## config.mk

```make
export PLATFORM = sky130hd
export DESIGN_NAME = decode_stage_flat
export DESIGN_NICKNAME = d
export VERILOG_FILES = /design/src/rtl/risc_pkg.sv /design/src/rtl/decode_stage_if.sv /design/src/rtl/reg_file_8x8.sv /design/src/rtl/decode_stage.sv /design/src/flat_wrapper.sv
export SDC_FILE = /design/constraint.sdc
export NUM_CORES = 1
export LEC_CHECK = 0
export CORE_ASPECT_RATIO = 1.75
export CORE_UTILIZATION = 53
export DETAILED_ROUTE_END_ITERATION = 8
export HOLD_SLACK_MARGIN = 0.02
export PLACE_DENSITY = 0.8
export SETUP_SLACK_MARGIN = 0.3
export SYNTH_ARGS = -nofsm -noshare
export SYNTH_HDL_FRONTEND = slang
export SYNTH_SLANG_ARGS = --single-unit
```

## constraint.sdc

```tcl
create_clock -name T1 -period 2.9 [get_ports T1]
set_input_delay 0.435 -clock T1 [delete_from_list [all_inputs] [get_ports T1]]
set_output_delay 0.435 -clock T1 [all_outputs]
set_load 0.005 [all_outputs]
```

## src/rtl/risc_pkg.sv

```systemverilog
// Shared decode definitions: opcode values, instruction field positions and
// per-opcode register usage.
package risc_pkg;

  localparam int NREG   = 8;
  localparam int DW     = 8;
  localparam int RW     = 3;
  localparam int OP_MSB = 15;
  localparam int OP_LSB = 11;
  localparam int RA_LSB = 8;
  localparam int RB_LSB = 5;

  localparam logic [15:0] NOP_IR = 16'hF800;

  typedef enum logic [4:0] {
    OP_ADD = 5'b00000,
    OP_SUB = 5'b00001,
    OP_AND = 5'b00010,
    OP_OR  = 5'b00011,
    OP_LDI = 5'b00100,
    OP_LD  = 5'b00101,
    OP_ST  = 5'b00110,
    OP_JMP = 5'b00111,
    OP_JZ  = 5'b01000,
    OP_NOP = 5'b11111
  } opcode_e;

  // Opcodes outside the list fall to default: no register is read or written.
  function automatic logic writes_ra(input logic [4:0] op);
    case (op)
      OP_ADD, OP_SUB, OP_AND, OP_OR, OP_LDI, OP_LD: writes_ra = 1'b1;
      default:                                     writes_ra = 1'b0;
    endcase
  endfunction

  function automatic logic reads_ra(input logic [4:0] op);
    case (op)
      OP_ADD, OP_SUB, OP_AND, OP_OR, OP_ST, OP_JZ: reads_ra = 1'b1;
      default:                                    reads_ra = 1'b0;
    endcase
  endfunction

  function automatic logic reads_rb(input logic [4:0] op);
    case (op)
      OP_ADD, OP_SUB, OP_AND, OP_OR, OP_ST: reads_rb = 1'b1;
      default:                             reads_rb = 1'b0;
    endcase
  endfunction

endpackage

```

## src/rtl/decode_stage_if.sv

```systemverilog
// Fetch offer, Execute hand-off and write-back signals of the decode stage.
// Handshake: a transfer happens on a rising edge where valid and ready are both
// 1; ready may depend on valid, and valid never depends on ready.
interface decode_stage_if;
  import risc_pkg::*;

  logic            if_valid;
  logic [15:0]     if_IR;
  logic [15:0]     if_Addr;
  logic            if_ready;
  logic            ex_ready;
  logic            id_valid;
  logic [15:0]     IR;
  logic [DW-1:0]   valA;
  logic [DW-1:0]   valB;
  logic [DW-1:0]   X;
  logic [15:0]     Addr;
  logic            wb_en;
  logic [RW-1:0]   wb_reg;
  logic [DW-1:0]   wb_data;

  modport master (
    output if_valid, if_IR, if_Addr, ex_ready, wb_en, wb_reg, wb_data,
    input  if_ready, id_valid, IR, valA, valB, X, Addr
  );

  modport slave (
    input  if_valid, if_IR, if_Addr, ex_ready, wb_en, wb_reg, wb_data,
    output if_ready, id_valid, IR, valA, valB, X, Addr
  );

endinterface

```

## src/rtl/reg_file_8x8.sv

```systemverilog
// 8x8-bit register file: two combinational read ports that see a same-cycle
// write (write-first), one synchronous write port, synchronous clear.
module reg_file_8x8
  import risc_pkg::*;
(
  input  logic          clk,
  input  logic          rst,
  input  logic          we,
  input  logic [RW-1:0] waddr,
  input  logic [DW-1:0] wdata,
  input  logic [RW-1:0] raddr_a,
  input  logic [RW-1:0] raddr_b,
  output logic [DW-1:0] rdata_a,
  output logic [DW-1:0] rdata_b
);

  logic [DW-1:0] mem [NREG];

  always_ff @(posedge clk) begin
    if (rst) begin
      for (int i = 0; i < NREG; i++) mem[i] <= '0;
    end else if (we) begin
      mem[waddr] <= wdata;
    end
  end

  assign rdata_a = (we && (waddr == raddr_a)) ? wdata : mem[raddr_a];
  assign rdata_b = (we && (waddr == raddr_b)) ? wdata : mem[raddr_b];

endmodule

```

## src/rtl/decode_stage.sv

```systemverilog
// Decode stage: reads operands for the offered instruction, tracks pending
// register writes in a one-bit-per-register scoreboard and feeds Execute.
module decode_stage
  import risc_pkg::*;
(
  input  logic            T1,
  input  logic            rst,
  decode_stage_if.slave   bus,
  output logic [NREG-1:0] busy
);

  logic [4:0]      op;
  logic [RW-1:0]   ra;
  logic [RW-1:0]   rb;
  logic [DW-1:0]   rd_a;
  logic [DW-1:0]   rd_b;
  logic [NREG-1:0] wb_mask;
  logic [NREG-1:0] pending;
  logic [NREG-1:0] busy_next;
  logic            hazard;
  logic            adv;
  logic            ready;
  logic            accept;

  logic            id_valid_q;
  logic [15:0]     ir_q;
  logic [DW-1:0]   val_a_q;
  logic [DW-1:0]   val_b_q;
  logic [DW-1:0]   x_q;
  logic [15:0]     addr_q;

  assign op = bus.if_IR[OP_MSB:OP_LSB];
  assign ra = bus.if_IR[RA_LSB +: RW];
  assign rb = bus.if_IR[RB_LSB +: RW];

  reg_file_8x8 u_rf (
    .clk     (T1),
    .rst     (rst),
    .we      (bus.wb_en),
    .waddr   (bus.wb_reg),
    .wdata   (bus.wb_data),
    .raddr_a (ra),
    .raddr_b (rb),
    .rdata_a (rd_a),
    .rdata_b (rd_b)
  );

  // A register being written back this cycle is no longer pending for the offer.
  always_comb begin
    wb_mask = '0;
    if (bus.wb_en) wb_mask[bus.wb_reg] = 1'b1;
    pending = busy & ~wb_mask;
    hazard  = (reads_ra(op) && pending[ra]) ||
              (reads_rb(op) && pending[rb]) ||
              (writes_ra(op) && pending[ra]);
    adv     = !id_valid_q || bus.ex_ready;
    ready   = adv && !(bus.if_valid && hazard);
    accept  = bus.if_valid && ready;
    busy_next = pending;
    if (accept && writes_ra(op)) busy_next[ra] = 1'b1;
  end

  always_ff @(posedge T1) begin
    if (rst) begin
      busy       <= '0;
      id_valid_q <= 1'b0;
      ir_q       <= NOP_IR;
      val_a_q    <= '0;
      val_b_q    <= '0;
      x_q        <= '0;
      addr_q     <= '0;
    end else begin
      busy <= busy_next;
      if (accept) begin
        id_valid_q <= 1'b1;
        ir_q       <= bus.if_IR;
        val_a_q    <= rd_a;
        val_b_q    <= rd_b;
        x_q        <= bus.if_IR[7:0];
        addr_q     <= bus.if_Addr;
      end else if (adv) begin
        // Bubble: Execute must never see the previous instruction twice.
        id_valid_q <= 1'b0;
        ir_q       <= NOP_IR;
      end
    end
  end

  assign bus.if_ready = ready;
  assign bus.id_valid = id_valid_q;
  assign bus.IR       = ir_q;
  assign bus.valA     = val_a_q;
  assign bus.valB     = val_b_q;
  assign bus.X        = x_q;
  assign bus.Addr     = addr_q;

endmodule
```

## src/flat_wrapper.sv

```systemverilog
// flat-port wrapper written by rule: the top's interface ports become plain ports
module decode_stage_flat import risc_pkg::*;
  (T1, rst, busy, bus_if_valid, bus_if_IR, bus_if_Addr, bus_ex_ready, bus_wb_en, bus_wb_reg, bus_wb_data, bus_if_ready, bus_id_valid, bus_IR, bus_valA, bus_valB, bus_X, bus_Addr);
  decode_stage_if bus_i ();
  input  logic T1;
  input  logic rst;
  output logic [NREG-1:0] busy;
  input wire logic [$bits(bus_i.if_valid)-1:0] bus_if_valid;
  input wire logic [$bits(bus_i.if_IR)-1:0] bus_if_IR;
  input wire logic [$bits(bus_i.if_Addr)-1:0] bus_if_Addr;
  input wire logic [$bits(bus_i.ex_ready)-1:0] bus_ex_ready;
  input wire logic [$bits(bus_i.wb_en)-1:0] bus_wb_en;
  input wire logic [$bits(bus_i.wb_reg)-1:0] bus_wb_reg;
  input wire logic [$bits(bus_i.wb_data)-1:0] bus_wb_data;
  output wire logic [$bits(bus_i.if_ready)-1:0] bus_if_ready;
  output wire logic [$bits(bus_i.id_valid)-1:0] bus_id_valid;
  output wire logic [$bits(bus_i.IR)-1:0] bus_IR;
  output wire logic [$bits(bus_i.valA)-1:0] bus_valA;
  output wire logic [$bits(bus_i.valB)-1:0] bus_valB;
  output wire logic [$bits(bus_i.X)-1:0] bus_X;
  output wire logic [$bits(bus_i.Addr)-1:0] bus_Addr;
  assign bus_i.if_valid = bus_if_valid;
  assign bus_i.if_IR = bus_if_IR;
  assign bus_i.if_Addr = bus_if_Addr;
  assign bus_i.ex_ready = bus_ex_ready;
  assign bus_i.wb_en = bus_wb_en;
  assign bus_i.wb_reg = bus_wb_reg;
  assign bus_i.wb_data = bus_wb_data;
  assign bus_if_ready = bus_i.if_ready;
  assign bus_id_valid = bus_i.id_valid;
  assign bus_IR = bus_i.IR;
  assign bus_valA = bus_i.valA;
  assign bus_valB = bus_i.valB;
  assign bus_X = bus_i.X;
  assign bus_Addr = bus_i.Addr;
  decode_stage u_core (.T1(T1), .rst(rst), .bus(bus_i), .busy(busy));
endmodule
```

# Word-level counts from Yosys, hierarchy flattened
# Memory sizes are Yosys's and may differ from the RTL's. A register that Yosys moved wholly into a read port is not among the register bits.
# Cells that the tools add are included.
# Widths: inputs -> output; s select.
# word_totals
reg_bits,49
ram_bits,64
input_bits,48
out_inout_bits,66
elab_cells,66
memories,1
# op_classes
magnitude_cmp,5
n_eq_ne,7
mux,25
bitwise,3
reduce_logical,20
# memory_table
name,depth,width,rd,rd_ports_with_merged_regs,wr,line_no,rtl
u_core.u_rf.mem,8,8,2,2,8,reg_file_8x8.sv:17,logic [DW-1:0] mem [NREG];
# ops
cell,count
$mux 16,2
$mux 8,3
$eq 5x3->1 const B,3
$mux 1,15
$lt 3x4->1 const B,3
$reduce_or 6->1,2
$eq 5x2->1 const B,2
$logic_and 1x1->1,9
$and 8x8->8,1
$not 8->8,1
$or 8x8->8,1
$reduce_or 8->1,1
$bmux 1 s3,2
$demux 1 s3,2
$ge 3x1->1 const B,2
$eq 5x1->1 const B,1
$eq 5x4->1 const B,1
$logic_not 5->1,1
$reduce_or 5->1,1
$logic_or 1x1->1,3
$mux 3,1
$logic_not 1->1,2
$reduce_bool 2->1,1

# Depth between registers and ports, before layout
# Gate-level depths: netlist of the first run.
# depth
ltp_word,18
ltp_mapped,9
depth_no_buf,6

# Hierarchy
# Synthesis of the first run repeated with hierarchy kept, for this count alone.
# unflattened
cells_unflattened,552
hier_area_um2,6703.9
# by_module_without_submodules
module,n_inst,cells_per_inst,area_per_inst_um2,seq_area_each_um2
reg_file_8x8,1,233,3761.1,1921.8
decode_stage,1,319,2942.8,1301.2

# Worst setup path before layout of the first run
# No wires, ideal clock.
# synth_path
path_type,input to output
startpoint,input bus_wb_reg[0]
endpoint,output bus_if_ready
t_arrival_ps,2024
t_required_ps,2465
setup_slack_ps,441
path_stages,7
path_buffers,1
cell_sequence,buf_2 > nor4b_2 > nor2b_1 > mux4_2 > o211ai_4 > nand2_1 > a21boi_0
# synth_between
elab_chain_len,15
elab_cells_between_ends,20
cone_classes,order compare: 2; mux: 7; bitwise: 2; reduce/logical: 9
# synth_lines
item,line_no,rtl
from (decl),flat_wrapper.sv:13,input wire logic [$bits(bus_i.wb_reg)-1:0] bus_wb_reg;
$lt 3x4->1 (not written as such) or $ge 3x1->1 (tied branches),decode_stage.sv:51,if (bus.wb_en) wb_mask[bus.wb_reg] = 1'b1;
$logic_and 1x1->1 (not written as such),decode_stage.sv:51,
$mux 1 (not written as such),decode_stage.sv:51,
$demux 1 s3 *,n/a,
$mux 8 *,decode_stage.sv:51,
$not 8->8 *,decode_stage.sv:52,pending = busy & ~wb_mask;
$and 8x8->8 *,decode_stage.sv:52,
$bmux 1 s3 (on tied branches),"decode_stage.sv:53, decode_stage.sv:55, decode_stage.sv:54",
$mux 1 (on tied branches),"decode_stage.sv:53, decode_stage.sv:55, decode_stage.sv:54",
$logic_and 1x1->1 (on tied branches),"decode_stage.sv:53, decode_stage.sv:54",
$logic_or 1x1->1,decode_stage.sv:53,hazard = (reads_ra(op) && pending[ra]) ||
$logic_or 1x1->1 *,decode_stage.sv:54,(reads_rb(op) && pending[rb]) ||
$logic_and 1x1->1 *,decode_stage.sv:57,ready = adv && !(bus.if_valid && hazard);
$logic_not 1->1 *,decode_stage.sv:57,
$logic_and 1x1->1 *,decode_stage.sv:57,
to (decl),flat_wrapper.sv:15,output wire logic [$bits(bus_i.if_ready)-1:0] bus_if_ready;
# Every way passes the cells marked *; elsewhere a longest branch is shown, timed or not. The select of a mux whose other input is x is not followed.

# Worst setup path in the final report of the first run
# layout_path
startpoint,input bus_wb_reg[2]
endpoint,output bus_if_ready
# The elaborated chain is that of the path after synthesis.

==> impl_metrics.tcl, run 1 <==
set metrics [dict create \
    status "finished, final reports clean" \
    grt_max_degree 37 \
    h-tree-depth 4 \
    critPathCaptureType "output port" \
    finalCritPeriodShare_pct 85.9 \
    crit_type "primary input to output port" \
    grt_pass1_wl_um 28900 \
    synth_area_mm2 0.00643 \
    syn_nets 634 \
    numCtsBuffers 17 \
    start_util_pct 54.9 \
    final.min_clock_period_ps 2490 \
    tightest_slew_ps 803 \
    setup_viol 0 \
    r2r_end "u_core.bus.IR[14]$_SDFFE_PP1P_" \
    antenna_left 0 \
    fin_util_pct 72.9 \
    dieArea_mm2 0.0126 \
    p_per_area_mw_per_mm2 576 \
    root_buffer "clkbuf_16" \
    via_per_inst 6.30 \
    slew_headroom_pct 46.3 \
    drt-initial-drc-count 591 \
    wl_per_cell_um 21.4 \
    skew_ps 9.26 \
    grtUsageTotal_pct 30.5 \
    hold_class "register to register" \
    clkTransAtPathRegs_ps 60 \
    cap_violations 0 \
    synth_cells 586 \
    layout-drive-gt1-share_pct 17.7 \
    synthArstFlopShare_pct 0 \
    critPathLaunch "bus_wb_reg[2]" \
    worstPathRequired_ps 2470 \
    synth-seq-cells 129 \
    ys_types 63 \
    min_from "u_core.bus.IR[0]$_SDFFE_PP0P_" \
    place.gp.congestion 0.888 \
    most-common-layout-cells "clkdlybuf4s50_1, and2_1, dfxtp_1" \
    io_buffers 113 \
    die_h_um 148 \
    design_area_mm2 0.00854 \
    rsz0062_at_grt "no" \
    cts_tree "done" \
    min_to "u_core.bus.IR[0]$_SDFFE_PP0P_" \
    io_pins 114 \
    cts_sinks 129 \
    clock.fmax_mhz 402 \
    nets 770 \
    cp_max_fo 5 \
    drt_wl_total_um 18600 \
    crit_path_start_kind "primary input" \
    r2r_start "u_core.busy[0]$_SDFF_PP0_" \
    dr.pass1.iters 5 \
    coreArea_mm2 0.0117 \
    overflow 0 \
    core.rowCount 52 \
    diodes 0 \
    first_global_vias 5526 \
    reg2reg_slack_ps 680 \
    drt_drc_violations_left 0 \
    synth-edff-count 64 \
    area_growth_pct 32.8 \
    dpl_cell_area_mm2 0.00791 \
    ys.flop_type "dfxtp_1" \
    ys_warn_count 0 \
    worstPathArrival_ps 2060 \
    hold_viol 0 \
    synth_area_per_cell_um2 11.0 \
    p_leak_nw 3.21 \
    grt_antenna_before_repair 0 \
    peakVddDrop_v 0.000464 \
    vias 5483 \
    final_common_cell "clkdlybuf4s50_1" \
    hold_depth 2 \
    drv_slew 0 \
    die_width_um 85.2 \
    synth_seq_area_share_pct 50.1 \
    fin_setup_tns_ps 0 \
    dp_hpwl_um 13200 \
    rr_worst_depth 6 \
    cts_buffer_depth 2 \
    clk_latency_ps 420 \
]
==> synth_stat cells (3+ instances only) <==
master | number | area share [%]
nand2b_1 | 4 | 0.39
o32a_1 | 4 | 0.62
or2_2 | 3 | 0.29
inv_1 | 4 | 0.23
buf_1 | 7 | 0.41
edfxtp_1 | 64 | 30
and2_1 | 66 | 6.4
o2bb2ai_1 | 7 | 0.95
xnor2_1 | 6 | 0.82
dfxtp_1 | 65 | 20
nand3_1 | 31 | 2.4
buf_2 | 11 | 0.86
a221oi_1 | 4 | 0.55
a21oi_1 | 21 | 1.6
o31ai_1 | 8 | 0.93
nand2_1 | 47 | 2.7
clkbuf_1 | 23 | 1.3
o211ai_1 | 15 | 1.8
a22oi_1 | 5 | 0.58
a22o_1 | 4 | 0.55
and4b_1 | 3 | 0.47
mux4_2 | 23 | 8.1
nand4_1 | 14 | 1.4
nor2_1 | 17 | 0.99
a2bb2oi_1 | 3 | 0.41
nor3_1 | 3 | 0.23
mux2_2 | 6 | 1.1
nor2b_1 | 10 | 0.97
o21ai_0 | 46 | 3.6
mux2i_1 | 18 | 2.8
a31oi_1 | 4 | 0.39
==> power breakdown <==
| group | switching [mW] | internal (mW) |
|---|---|---|
| combinational | 0.327 | 0.342 |
| sequential | 0.0635 | 2.03 |
| clock | 0.808 | 1.35 |
==> critical path: stages <==
cell and delay [ps]:
clkdlybuf4s15_2 230, and4bb_2 330, nor2b_1 60, mux4_2 490
o211ai_4 180, nand2_1 70, a21boi_1 130, buf_2 130
==> cell type report <==
class                   instances  area [um^2]
fillers                       800         3170
inverters                       5         18.8
well taps                     135          169
clock buffers                  21          472
multi-input cells             408         3030
flip-flops and latches        129         3220
repair buffers                161         1500
clock inverters                11          126
==> worst max path at each step <==
stage	slack, ps	cells past startpoint	endpoint
after floorplan	440	7	bus_if_ready
final	410	8	bus_if_ready
after global routing	310	8	bus_if_ready
after CTS	380	8	bus_if_ready
after detailed placement	-500	8	bus_if_ready
after global placement	-410	8	bus_if_ready
==> per-stage QoR <==
stage	total power [mW]	hold slack [ps]	instances	worst slack [ps]
floorplan	2.45	439	586	441
global placement	2.77	430	837	-409
detailed placement	2.79	433	837	-503
CTS	4.92	442	870	384
global route	5.06	463	870	308
finish	4.92	444	870	410
==> state kept, by name, summed over array words and instances (netlist names) <==
signal,cells
u_core.bus.Addr,16
u_core.bus.IR,16
u_core.bus.X,8
u_core.bus.id_valid,1
u_core.bus.valA,8
u_core.bus.valB,8
u_core.busy,8
u_core.u_rf.mem,64
==> logic make-up after synthesis <==
| family | count (synthesis) | share of synthesized area [%] |
|---|---|---|
| xor+xnor | 6 | 0.818 |
| compound gates | 136 | 14.1 |
| mux | 47 | 11.9 |
| simple gates | 219 | 19.7 |
| flops | 129 | 50.1 |
| buf+inv | 49 | 3.37 |
==> metal layers <==
layer	vias to the layer above	GRT usage (%)	wire length (um)
li1	2489	-	-
met1	2644	33.0	6360
met2	284	56.3	10100
met3	66	4.75	1250
met4	0	16.0	886
met5	-	0	0
==> what timing repair did <==
item,4_1_cts,5_1_grt
hold buffers,0,0
endpoints found under the setup margin,26,1
pin swaps,3,1
gates resized for setup,27,1
setup buffers,1,0
Note: power is estimated with default switching activity, not from simulation.
==> inputs of run 2 (changes only) <==
--- a/config.mk
+++ b/config.mk
@@ -5,6 +5,7 @@
 export SDC_FILE = /design/constraint.sdc
 export NUM_CORES = 1
 export LEC_CHECK = 0
+export CAP_MARGIN = 10
 export CORE_ASPECT_RATIO = 1.75
 export CORE_UTILIZATION = 53
 export DETAILED_ROUTE_END_ITERATION = 8
==> constraint.sdc (replaced) <==
create_clock -name T1 -period 2.8 [get_ports T1]
set_input_delay 0.42 -clock T1 [delete_from_list [all_inputs] [get_ports T1]]
set_output_delay 0.42 -clock T1 [all_outputs]
set_load 0.005 [all_outputs]
==> impl_metrics.tcl, run 2 (synthesis gave the netlist of run 1 again) <==
set metrics [dict create \
    status "finished, final reports clean" \
    layout-drive-gt1-share_pct 18.6 \
    grt_pass1_wl_um 29700 \
    largest_reg_flops 64 \
    nets 777 \
    antenna_left 0 \
    tightest_slew_ps 765 \
    p_sw_mw 1.27 \
    clock.fmax_mhz 411 \
    worstPathArrival_ps 2750 \
    die_h_um 148 \
    grt_antenna_before_repair 0 \
    cp_slowest_stage_delay_ps 490 \
    path_cells "buf_2, and4bb_2, nor2b_1, mux4_2, o211ai_4, buf_4, buf_4, nand2_4, buf_4, o21ai_0" \
    crit_type "primary input to register" \
    place.gp.congestion 0.927 \
    drt-initial-drc-count 576 \
    path_buf_inv 4 \
    final.min_clock_period_ps 2430 \
    worstPathRequired_ps 3120 \
    dp_hpwl_um 13500 \
    power_frac_seq_pct 43.8 \
    cts_tree "done" \
    cap_violations 0 \
    drt_wl_total_um 19200 \
    io_pins 114 \
    critPathTopFamily "buffers and inverters" \
    area_growth_pct 32.7 \
    total_power_mw 4.96 \
    core.rowCount 52 \
    dr.pass1.iters 5 \
    setup_viol 0 \
    io_buffers 113 \
    hold_viol 0 \
    fillers 832 \
    diodes 0 \
    most-common-layout-cells "clkdlybuf4s50_1, and2_1, dfxtp_1, edfxtp_1, buf_4" \
    multi_input_area_mm2 0.00302 \
    grt_max_degree 36 \
    coreArea_mm2 0.0117 \
    p_per_area_mw_per_mm2 581 \
    p_leak_nw 3.21 \
    wl_per_cell_um 21.9 \
    root_buffer "clkbuf_16" \
    dpl_cell_area_mm2 0.00795 \
    critPathCaptureType "register" \
    drt_drc_violations_left 0 \
    first_global_vias 5649 \
    cp_max_fo 27 \
    rsz0062_at_grt "no" \
    numCtsBuffers 17 \
    design_area_mm2 0.00853 \
    clk_latency_ps 420 \
    crit_top_cell "buf_4" \
    crit_path_start_kind "primary input" \
    p_clk_share_pct 42.1 \
    drv_slew 0 \
    via_per_inst 6.28 \
    fin_util_pct 72.9 \
    peakVddDrop_v 0.000484 \
    regMostFlops "u_core.u_rf.mem" \
    regArea_mm2 0.00323 \
    fin_setup_tns_ps 0 \
    final_common_cell "clkdlybuf4s50_1" \
    clkTransAtPathRegs_ps 60 \
    finalCritPeriodShare_pct 86.9 \
    h-tree-depth 4 \
    grtUsageTotal_pct 31.6 \
    comb_power_share_pct 14.1 \
    skew_ps 5.58 \
    cts_buffer_depth 2 \
    dieArea_mm2 0.0126 \
    switching_share_pct 25.6 \
    cts.hold.buffers_added 0 \
    internal_power_mw 3.69 \
    slew_headroom_pct 48.8 \
    hold_class "register to register" \
    critical_path.slowest_cell "mux4_2" \
    overflow 0 \
    cts_sinks 129 \
    die_width_um 85.2 \
    start_util_pct 54.9 \
    vias 5510 \
]
-- run 2: changes by cell type in the layout (fill, tap and decap cells not counted), sizes merged --
cell / delta
clkinvlp: +4
clkdlybuf4s50: -2
buf: +9
clkdlybuf4s15: -1
bufinv: -1
dlygate4sd2: +1
clkbuf: -3
-- run 2: worst register-to-register path, stage by stage, from the launching register on --
cell and delay [ps]:
dfxtp_1 350, nor2b_1 160, mux4_2 490, o211ai_4 200, buf_4 130, buf_4 290, nand2_4 240, buf_4 230
o21ai_0 230
-- run 2: worst paths after layout --
kind / startpoint / to / slack, ps / depth (start not counted)
max reg2reg: u_core.busy[2]$_SDFF_PP0_ / u_core.busy[7]$_SDFF_PP0_ / 390 / 8
min: u_core.bus.IR[4]$_SDFFE_PP0P_ / u_core.bus.IR[4]$_SDFFE_PP0P_ / 440 / 2
min reg2reg: u_core.bus.IR[4]$_SDFFE_PP0P_ / u_core.bus.IR[4]$_SDFFE_PP0P_ / 440 / 2
max: bus_wb_reg[0] / u_core.busy[7]$_SDFF_PP0_ / 370 / 10
-- run 2: cell type report --
cell class	count	share of cell area, %
flip-flops and latches	129	37.8
multi-input cells	408	35.3
repair buffers	168	18.1
clock buffers	18	5.03
well taps	135	1.98
clock inverters	14	1.55
inverters	5	0.220
-- run 2: repair_timing --
| action | 4_1_cts | 5_1_grt |
|---|---|---|
| gates resized for setup | 33 | 2 |
| setup endpoints to repair | 27 | 4 |
| pin swaps | 7 | 2 |
| setup buffers | 1 | 1 |
-- run 2: layer usage --
metal  routed length [um]  up-vias  global-route usage, %
met5                    0        -                      0
met4                  915        0                   17.3
met3                 1190       78                   5.25
met2                10700      263                   59.0
met1                 6460     2664                   33.0
li1                     -     2505                      -
-- run 2: power by group through the flow --
stage | Sequential [mW] | Combinational, mW | Clock [mW]
floorplan | 2.19 | 0.350 | 0
finish | 2.17 | 0.700 | 2.09
global route | 2.18 | 0.752 | 2.19
detailed placement | 2.21 | 0.692 | 0
CTS | 2.17 | 0.698 | 2.09
global placement | 2.20 | 0.676 | 0
-- run 2: through the flow --
| step | cells | hold WS, ps | worst slack [ps] |
|---|---|---|---|
| 5_1_grt | 877 | 478 | 301 |
| 2_1_floorplan | 586 | 439 | 371 |
| 3_3_place_gp | 843 | 429 | -480 |
| 3_5_place_dp | 843 | 440 | -563 |
| 4_1_cts | 876 | 449 | 366 |
| 6_report | 877 | 445 | 368 |
==> inputs of run 3 (changes only) <==
--- a/config.mk
+++ b/config.mk
@@ -8,9 +8,11 @@
 export CAP_MARGIN = 10
 export CORE_ASPECT_RATIO = 1.75
 export CORE_UTILIZATION = 53
+export CTS_CLUSTER_DIAMETER = 50
 export DETAILED_ROUTE_END_ITERATION = 8
 export HOLD_SLACK_MARGIN = 0.02
 export PLACE_DENSITY = 0.8
+export REMOVE_ABC_BUFFERS = 1
 export SETUP_SLACK_MARGIN = 0.3
 export SYNTH_ARGS = -nofsm -noshare
 export SYNTH_HDL_FRONTEND = slang
==> impl_metrics.tcl, run 3 (synthesis gave the netlist of run 1 again) <==
set metrics [dict create \
    p_per_area_mw_per_mm2 589 \
    via_per_inst 6.25 \
    drt_drc_violations_left 0 \
    drv_slew 0 \
    busiest_layer "met2" \
    coreArea_mm2 0.0117 \
    drt-initial-drc-count 439 \
    skew_ps 7.83 \
    cap_violations 0 \
    postLayoutSetupSlackWorst_ps 409 \
    critical_path.slowest_cell "mux4_2" \
    finalCritPeriodShare_pct 85.4 \
    dp_hpwl_um 13700 \
    antenna_left 0 \
    cts.hold.buffers_added 0 \
    grt_max_degree 32 \
    cts_buffer_depth 2 \
    hold_class "register to register" \
    r2r_start "u_core.busy[3]$_SDFF_PP0_" \
    clkTransAtPathRegs_ps 50 \
    tightest_slew_ps 816 \
    first_global_vias 5566 \
    use_met1_pct 34.0 \
    io_pins 114 \
    min_to "u_core.bus.IR[4]$_SDFFE_PP0P_" \
    p_leak_nw 3.26 \
    hold_viol 0 \
    grtUsageTotal_pct 31.9 \
    setup_viol 0 \
    cts_sinks 129 \
    vias 5536 \
    cp_max_fo 5 \
    die_h_um 148 \
    nets 785 \
    hold_depth 2 \
    total_power_mw 5.07 \
    dr.pass1.iters 6 \
    regMostFlops "u_core.u_rf.mem" \
    fillers 827 \
    largest_reg_flops 64 \
    h-tree-depth 4 \
    final_common_cell "clkdlybuf4s50_1" \
    r2r_end "u_core.bus.valA[4]$_SDFFE_PP0N_" \
    overflow 0 \
    slew_headroom_pct 45.4 \
    drt_wl_total_um 19400 \
    dieArea_mm2 0.0126 \
    clk_latency_ps 420 \
    worstPathRequired_ps 2380 \
    fin_setup_tns_ps 0 \
    reg2reg_slack_ps 490 \
    clock.fmax_mhz 418 \
    crit_type "primary input to output port" \
    worstPathArrival_ps 1970 \
    rr_worst_depth 6 \
    die_width_um 85.2 \
    cp_slowest_stage_delay_ps 510 \
    status "finished, final reports clean" \
    grt_util_met3_pct 4.41 \
    critPathCaptureType "output port" \
    area_growth_pct 34.0 \
    core.rowCount 52 \
    place_ws_ps -464 \
    peakVddDrop_v 0.000488 \
    rsz0062_at_grt "no" \
    layout-drive-gt1-share_pct 19.6 \
    grtUsageMet2_pct 58.1 \
    min_from "u_core.bus.IR[4]$_SDFFE_PP0P_" \
    place.gp.congestion 0.884 \
    crit_path_start_kind "primary input" \
    grt_antenna_before_repair 1 \
    path_cells "clkbuf_4, and4bb_2, nor2b_1, mux4_2, o211ai_4, nand2_1, a21boi_1, buf_2" \
    most-common-layout-cells "clkdlybuf4s50_1, and2_1, dfxtp_1, edfxtp_1, buf_4" \
    cts_tree "done" \
    worst_hold_slack_ps 443 \
    grt_pass1_wl_um 29600 \
    root_buffer "clkbuf_16" \
    final.min_clock_period_ps 2390 \
    wl_per_cell_um 21.9 \
    start_util_pct 54.9 \
    io_buffers 113 \
    numCtsBuffers 17 \
]
-- run 3: per-layer routing --
metal	wire (um)	share of wire [%]
met3	1130	5.8
met1	6760	35
met5	0	0
met4	1010	5.2
met2	10500	54
-- run 3: worst max-delay path, delay by kind of cell --
family,cells,cell delay (ps)
mux,1,510
simple gates,3,450
compound gates,2,320
buf+inv,2,270
-- run 3: metrics by stage --
| step | util [%] | cells | area [um^2] |
|---|---|---|---|
| after global routing | 73.6 | 886 | 8610 |
| after global placement | 68.2 | 850 | 7990 |
| after CTS | 73.5 | 884 | 8610 |
| after detailed placement | 68.2 | 850 | 7990 |
| final | 73.6 | 886 | 8610 |
| after floorplan | - | 542 | 6230 |
-- run 3: area by class of cell --
class	instances	area, um^2	area share [%]
diodes	1	2.50	0.0290
clock buffers	19	433	5.03
clock inverters	13	151	1.76
inverters	5	18.8	0.218
multi-input cells	408	3020	35.1
flip-flops and latches	129	3220	37.4
well taps	135	169	1.96
repair buffers	176	1590	18.5
-- run 3: how the worst max path moves through the flow --
stage                             start            to  cells after the start
after floorplan           bus_wb_reg[2]  bus_if_ready                      6
after global placement    bus_wb_reg[1]  bus_if_ready                      8
after detailed placement  bus_wb_reg[1]  bus_if_ready                      8
after CTS                 bus_wb_reg[0]  bus_if_ready                      8
after global routing      bus_wb_reg[1]  bus_if_ready                      8
final                     bus_wb_reg[1]  bus_if_ready                      8
-- run 3: power by group --
| part | internal (mW) | leakage [nW] | switching, mW |
|---|---|---|---|
| Clock | 1.33 | 0.272 | 0.866 |
| Sequential | 2.10 | 1.15 | 0.0654 |
| Combinational | 0.363 | 1.83 | 0.346 |
| Total | 3.79 | 3.26 | 1.28 |
-- run 3: timing repair --
item	4_1_cts	5_1_grt
setup buffers	2	1
pin swaps	3	5
endpoints found under the setup margin	49	1
resized for setup	39	2
